File: src/rtl/cpu_run_ctrl_if.sv
// Signal bundle between the program-load/run sequencer and its surroundings
// (UART receiver, run switch, CPU core).
interface cpu_run_ctrl_if #(
    parameter int ADDR_W = 8
);
    logic              i_run_btn;
    logic              i_rx_dv;
    logic [15:0]       i_rx_instr;
    logic              i_loopf;
    logic [ADDR_W-1:0] o_instr_addr;
    logic [15:0]       o_instr;
    logic              o_we;
    logic              o_cpu_on;
    logic              o_cpu_rst;
    logic [ADDR_W:0]   o_prog_len;
    logic              o_done;
    logic              o_fault;
    logic              o_overflow;

    modport slave (
        input  i_run_btn, i_rx_dv, i_rx_instr, i_loopf,
        output o_instr_addr, o_instr, o_we, o_cpu_on, o_cpu_rst,
               o_prog_len, o_done, o_fault, o_overflow
    );

    modport master (
        output i_run_btn, i_rx_dv, i_rx_instr, i_loopf,
        input  o_instr_addr, o_instr, o_we, o_cpu_on, o_cpu_rst,
               o_prog_len, o_done, o_fault, o_overflow
    );
endinterface

File: src/rtl/cpu_run_ctrl.sv
// FRANK6000 program-load and run sequencer: loads UART words into instruction
// memory, gates execution with the run switch, detects completion and runaway.
//
// state   | meaning
// S_LOAD  | accept instruction words, wait for a run request
// S_RUN   | CPU executing, watchdog counting down
// S_DONE  | CPU reported loop/finish, result held
// S_FAULT | watchdog expired, CPU halted
module cpu_run_ctrl #(
    parameter int ADDR_W  = 8,
    parameter int TIMEOUT = 25_000_000
) (
    input logic            i_clk,
    input logic            i_rst,
    cpu_run_ctrl_if.slave  bus
);
    localparam int WD_W = (TIMEOUT > 1) ? $clog2(TIMEOUT) : 1;
    localparam logic [WD_W-1:0] WD_LOAD = (TIMEOUT > 1) ? WD_W'(TIMEOUT - 1) : '0;

    typedef enum logic [1:0] {S_LOAD, S_RUN, S_DONE, S_FAULT} state_t;

    state_t state;
    state_t state_nxt;

    logic              btn_prev;
    logic              btn_evt;
    logic              wr_full;
    logic              wr_ok;
    logic              wd_expired;
    logic [ADDR_W:0]   wr_addr;
    logic [ADDR_W:0]   prog_len;
    logic [WD_W-1:0]   wd_cnt;

    logic              we_q;
    logic [ADDR_W-1:0] addr_q;
    logic [15:0]       instr_q;
    logic              cpu_on_q;
    logic              cpu_rst_q;
    logic              done_q;
    logic              fault_q;
    logic              ovf_q;

    logic              enter_load;
    logic              cpu_on_nxt;
    logic              cpu_rst_nxt;
    logic              done_nxt;
    logic              fault_nxt;

    assign btn_evt    = btn_prev & ~bus.i_run_btn;
    assign wr_full    = wr_addr[ADDR_W];
    assign wr_ok      = (state == S_LOAD) && bus.i_rx_dv && !wr_full;
    assign wd_expired = (TIMEOUT != 0) && (wd_cnt == '0);

    always_ff @(posedge i_clk) begin
        if (i_rst) begin
            state <= S_LOAD;
        end else begin
            state <= state_nxt;
        end
    end

    // A write landing in the same cycle as the run request counts toward the program.
    always_comb begin
        state_nxt = state;
        case (state)
            S_LOAD: begin
                if (btn_evt && ((prog_len != '0) || wr_ok)) begin
                    state_nxt = S_RUN;
                end
            end
            S_RUN: begin
                if (btn_evt) begin
                    state_nxt = S_LOAD;
                end else if (bus.i_loopf) begin
                    state_nxt = S_DONE;
                end else if (wd_expired) begin
                    state_nxt = S_FAULT;
                end
            end
            S_DONE, S_FAULT: begin
                if (btn_evt) begin
                    state_nxt = S_LOAD;
                end
            end
            default: state_nxt = S_LOAD;
        endcase
    end

    always_comb begin
        enter_load  = (state != S_LOAD) && (state_nxt == S_LOAD);
        cpu_on_nxt  = (state_nxt == S_RUN) || (state_nxt == S_DONE);
        cpu_rst_nxt = (state == S_LOAD) && (state_nxt == S_RUN);
        done_nxt    = (state_nxt == S_DONE);
        fault_nxt   = (state_nxt == S_FAULT);
    end

    always_ff @(posedge i_clk) begin
        if (i_rst) begin
            btn_prev  <= 1'b0;
            wr_addr   <= '0;
            prog_len  <= '0;
            wd_cnt    <= '0;
            we_q      <= 1'b0;
            addr_q    <= '0;
            instr_q   <= '0;
            cpu_on_q  <= 1'b0;
            cpu_rst_q <= 1'b0;
            done_q    <= 1'b0;
            fault_q   <= 1'b0;
            ovf_q     <= 1'b0;
        end else begin
            btn_prev  <= bus.i_run_btn;
            we_q      <= wr_ok;
            cpu_on_q  <= cpu_on_nxt;
            cpu_rst_q <= cpu_rst_nxt;
            done_q    <= done_nxt;
            fault_q   <= fault_nxt;

            if (wr_ok) begin
                addr_q   <= wr_addr[ADDR_W-1:0];
                instr_q  <= bus.i_rx_instr;
                wr_addr  <= wr_addr + 1'b1;
                prog_len <= wr_addr + 1'b1;
            end else if (enter_load) begin
                wr_addr <= '0;
            end

            if (enter_load) begin
                ovf_q <= 1'b0;
            end else if ((state == S_LOAD) && bus.i_rx_dv && wr_full) begin
                ovf_q <= 1'b1;
            end

            // Down-counter reaches zero on the last permitted RUN cycle.
            if (cpu_rst_nxt) begin
                wd_cnt <= WD_LOAD;
            end else if ((state == S_RUN) && (wd_cnt != '0)) begin
                wd_cnt <= wd_cnt - 1'b1;
            end
        end
    end

    assign bus.o_we         = we_q;
    assign bus.o_instr_addr = addr_q;
    assign bus.o_instr      = instr_q;
    assign bus.o_cpu_on     = cpu_on_q;
    assign bus.o_cpu_rst    = cpu_rst_q;
    assign bus.o_prog_len   = prog_len;
    assign bus.o_done       = done_q;
    assign bus.o_fault      = fault_q;
    assign bus.o_overflow   = ovf_q;
endmodule

File: src/flat_wrapper.sv
// flat-port wrapper written by rule: the top's interface ports become plain ports
module cpu_run_ctrl_flat 
#(
    parameter int ADDR_W  = 8,
    parameter int TIMEOUT = 25_000_000
)
  (i_clk, i_rst, bus_i_run_btn, bus_i_rx_dv, bus_i_rx_instr, bus_i_loopf, bus_o_instr_addr, bus_o_instr, bus_o_we, bus_o_cpu_on, bus_o_cpu_rst, bus_o_prog_len, bus_o_done, bus_o_fault, bus_o_overflow);
  cpu_run_ctrl_if #(.ADDR_W(ADDR_W)) bus_i ();
  input logic i_clk;
  input logic i_rst;
  input wire logic [$bits(bus_i.i_run_btn)-1:0] bus_i_run_btn;
  input wire logic [$bits(bus_i.i_rx_dv)-1:0] bus_i_rx_dv;
  input wire logic [$bits(bus_i.i_rx_instr)-1:0] bus_i_rx_instr;
  input wire logic [$bits(bus_i.i_loopf)-1:0] bus_i_loopf;
  output wire logic [$bits(bus_i.o_instr_addr)-1:0] bus_o_instr_addr;
  output wire logic [$bits(bus_i.o_instr)-1:0] bus_o_instr;
  output wire logic [$bits(bus_i.o_we)-1:0] bus_o_we;
  output wire logic [$bits(bus_i.o_cpu_on)-1:0] bus_o_cpu_on;
  output wire logic [$bits(bus_i.o_cpu_rst)-1:0] bus_o_cpu_rst;
  output wire logic [$bits(bus_i.o_prog_len)-1:0] bus_o_prog_len;
  output wire logic [$bits(bus_i.o_done)-1:0] bus_o_done;
  output wire logic [$bits(bus_i.o_fault)-1:0] bus_o_fault;
  output wire logic [$bits(bus_i.o_overflow)-1:0] bus_o_overflow;
  assign bus_i.i_run_btn = bus_i_run_btn;
  assign bus_i.i_rx_dv = bus_i_rx_dv;
  assign bus_i.i_rx_instr = bus_i_rx_instr;
  assign bus_i.i_loopf = bus_i_loopf;
  assign bus_o_instr_addr = bus_i.o_instr_addr;
  assign bus_o_instr = bus_i.o_instr;
  assign bus_o_we = bus_i.o_we;
  assign bus_o_cpu_on = bus_i.o_cpu_on;
  assign bus_o_cpu_rst = bus_i.o_cpu_rst;
  assign bus_o_prog_len = bus_i.o_prog_len;
  assign bus_o_done = bus_i.o_done;
  assign bus_o_fault = bus_i.o_fault;
  assign bus_o_overflow = bus_i.o_overflow;
  cpu_run_ctrl #(.ADDR_W(ADDR_W), .TIMEOUT(TIMEOUT)) u_core (.i_clk(i_clk), .i_rst(i_rst), .bus(bus_i));
endmodule
File: config.mk
export PLATFORM = sky130hd
export DESIGN_NAME = cpu_run_ctrl_flat
export DESIGN_NICKNAME = d
export VERILOG_FILES = /design/src/rtl/cpu_run_ctrl_if.sv /design/src/rtl/cpu_run_ctrl.sv /design/src/flat_wrapper.sv
export SDC_FILE = /design/constraint.sdc
export NUM_CORES = 1
export LEC_CHECK = 0
export BUFFER_PORTS_ARGS = -buffer_cell sky130_fd_sc_hd__buf_2
export CORE_ASPECT_RATIO = 1.2
export CORE_UTILIZATION = 35
export CTS_BUF_LIST = sky130_fd_sc_hd__clkbuf_8
export CTS_CLUSTER_SIZE = 25
export DETAILED_ROUTE_END_ITERATION = 10
export GPL_TIMING_DRIVEN = 0
export HOLD_SLACK_MARGIN = 0.05
export PLACE_DENSITY = 0.56
export REMOVE_ABC_BUFFERS = 1
export SETUP_SLACK_MARGIN = 0.5
export SLEW_MARGIN = 30
export SYNTH_ARGS = -nofsm -noshare
export SYNTH_HDL_FRONTEND = slang
export SYNTH_SLANG_ARGS = --single-unit
export TNS_END_PERCENT = 50
File: constraint.sdc
create_clock -name i_clk -period 7 [get_ports i_clk]
set_input_delay 0.7 -clock i_clk [delete_from_list [all_inputs] [get_ports i_clk]]
set_output_delay 0.7 -clock i_clk [all_outputs]
set_load 0.01 [all_outputs]
==> results_dict.tcl <==
set metrics [dict create \
    cts_setup_buffers 0 \
    grt_pass1_wl_um 12500 \
    die_h_um 108 \
    start_util 0.363 \
    grtUsageMet3 0.0478 \
    max_stage_delay_ps 570 \
    h-tree-depth 3 \
    rsz0062_at_grt "no" \
    gp_congestion 0.792 \
    clk_latency_ps 350 \
    worst-path-buf-inv 0 \
    drv_slew 0 \
    grt_busiest_layer "met2" \
    diodes 0 \
    maxClockFrequency_mhz 277 \
    fin_skew_ps 7.04 \
    dpl-instance-area_sq_um 3670 \
    fin_util 0.428 \
    dp.cells 553 \
    nets 472 \
    syn-instance-count 395 \
    overflow 0 \
    relSlewSlack 0.446 \
    synthArstFlopShare 0 \
    worstSetupPathType "reg -> reg" \
    rr_startpoint "u_core.wd_cnt[20]" \
    met1_usage 0.188 \
    area_delta_synth_final_pct 18.1 \
    drc 0 \
    clockBufferDepth 2 \
    worstMarginPinSlew_ps 831 \
    max-vdd-ir-drop_mv 0.150 \
    setup_viol 0 \
    fin_cells 569 \
    antenna_found_initial 0 \
    cpMostUsedCell "a21oi_1" \
    die_x_um 90.6 \
    use_met2 0.273 \
    holdCritPathClass "reg -> reg" \
    crit_chain "nor4_1, nand4_1, o21ai_0, a21oi_1, or2_2, ha_1, nand2_1, nand2b_1, a21oi_1" \
    global_route.usage.total 0.158 \
    vias_per_cell 5.08 \
    crit_family "simple AND/OR/NAND/NOR gates" \
    end_kind "flip-flop" \
    cts_tree "built" \
    cts_sinks 76 \
    root_buffer "clkbuf_8" \
    arrival_ps 3880 \
    cp_slowest_cell "nand4_1" \
    synth.cell_area_sq_um 3290 \
    ys_warn_count 0 \
    rows 38 \
    yosys.cell_types.count 42 \
    drv_cap 0 \
    fin_crit_ps 3610 \
    hold_buffers 0 \
    power_leakage_nw 1.60 \
    first_global_vias 2683 \
    avgRoutedWirePerCell_um 13.1 \
    drive_above_1_share 0.192 \
    synth-seq-cells 76 \
    clk_pin_slew_worst_paths_ps 70 \
    cp_data_required_time_ps 7270 \
    routed_wl_um 7470 \
    ios 60 \
    multiInputGateArea_sq_um 1660 \
    core_sq_um 9080 \
    syn_avg_cell_area_sq_um 8.34 \
    seqCellArea_sq_um 1520 \
    grt_max_degree 70 \
    min_from "u_core.bus.o_instr_addr[2]" \
    final_area_sq_um 3890 \
    worstPathMaxFanout 18 \
    design.die.area_sq_um 9800 \
    drt-initial-drc-count 150 \
    synth_seq_area_share 0.462 \
    first_pass_iters 4 \
    startpoint_type "flip-flop" \
    vias 2891 \
    finalCritPeriodShare 0.515 \
    synth_edf_count 0 \
    portBuffers 59 \
    critPathLaunch "u_core.wd_cnt[20]" \
    ant_nets 0 \
    ctsResizeCount 0 \
    dp.final_hpwl_um 4980 \
    tns_ps 0 \
    outcome "finished, final reports clean" \
    fillers 915 \
    cts_buffers 9 \
    hold_viol_final 0 \
    ys.flop_type "dfxtp_1" \
    power_density_nw_per_um2 260 \
]
[cell usage after synthesis (4+ instances only)]
cell type	number	area, sq um
xnor2_1	8	70.1
nor2b_1	7	43.8
a21oi_1	47	235
a31oi_1	7	43.8
nor3_1	12	60.1
clkbuf_1	23	86.3
or3_1	10	62.6
o21ai_0	19	95.1
ha_1	7	87.6
xor2_1	12	105
nand3b_1	6	45.0
a211oi_1	6	45.0
nor4_1	7	43.8
and3_1	5	31.3
or4_1	4	30.0
nand2_1	63	236
nor2_1	33	124
inv_1	4	15.0
dfxtp_1	76	1520
o211ai_1	7	52.6
[placed cells by master (no fill, tap or decap), types with 6 or more instances in the layout]
master / n
nor3_1: 12
a31oi_1: 7
a211oi_1: 6
buf_2: 63
dfxtp_1: 76
or3_1: 10
a21oi_1: 47
nor4_1: 7
xnor2_1: 8
nor2_1: 33
xor2_1: 12
nor2b_1: 7
o211ai_1: 7
nand2_1: 63
ha_1: 7
o21ai_0: 19
clkbuf_8: 10
nand3b_1: 6
[worst paths after layout]
path | slack (ps) | cells after the start | to
worst max-delay path | 3390 | 9 | u_core.wd_cnt[23]
worst min-delay path | 450 | 2 | u_core.bus.o_instr_addr[2]
worst max register to register | 3390 | 9 | u_core.wd_cnt[23]
worst min register to register | 450 | 2 | u_core.bus.o_instr_addr[2]
[layout make-up]
cell class,instances,area share
Tap cell,120,0.0386
Timing Repair Buffer,64,0.0830
Clock buffer,10,0.0354
Inverter,4,0.00386
Multi-Input combinational cell,289,0.428
Sequential cell,76,0.391
Clock inverter,6,0.0203
[cells by family after synthesis]
| logic type | after synthesis | share of synthesized area |
|---|---|---|
| and+or+nand+nor | 167 | 0.258 |
| AOI/OAI and AO/OA | 95 | 0.166 |
| DFF | 76 | 0.462 |
| buffers and inverters | 30 | 0.0346 |
| xor gates and xnor gates | 20 | 0.0532 |
| adders and majority gates | 7 | 0.0266 |
[report_power, final]
part / leakage [nW] / internal [mW] / total (mW) / switching [mW]
combinational: 0.866 / 0.0620 / 0.164 / 0.102
sequential: 0.620 / 0.457 / 0.480 / 0.0227
clock: 0.117 / 0.207 / 0.367 / 0.160
[metrics by stage]
stage / hold slack (ps) / setup WS [ps] / power [mW]
2_1_floorplan: 451 / 2710 / 0.597
3_3_place_gp: 441 / 650 / 0.653
3_5_place_dp: 443 / 3160 / 0.655
4_1_cts: 454 / 3400 / 1.02
5_1_grt: 478 / 3010 / 1.07
6_report: 453 / 3390 / 1.01
[worst register-to-register path: cells and delay by family, from the launching register on]
family	cells	cell delay, ps
and+or+nand+nor	5	2180
adders and majority gates	1	260
DFF	1	380
AOI/OAI and AO/OA	3	720
[per-layer routing]
metal	routed length (um)	vias to the layer above
met3	286	7
li1	-	1486
met5	0	-
met2	3570	49
met4	97	0
met1	3510	1349
[flip-flops by register name, indices dropped and copies added (netlist names)]
| name | cells |
|---|---|
| u_core.btn_prev | 1 |
| u_core.bus.o_cpu_on | 1 |
| u_core.bus.o_cpu_rst | 1 |
| u_core.bus.o_done | 1 |
| u_core.bus.o_fault | 1 |
| u_core.bus.o_instr | 16 |
| u_core.bus.o_instr_addr | 8 |
| u_core.bus.o_overflow | 1 |
| u_core.bus.o_prog_len | 9 |
| u_core.bus.o_we | 1 |
| u_core.state | 2 |
| u_core.wd_cnt | 25 |
| u_core.wr_addr | 9 |
Power figures use the tool's default switching activity.
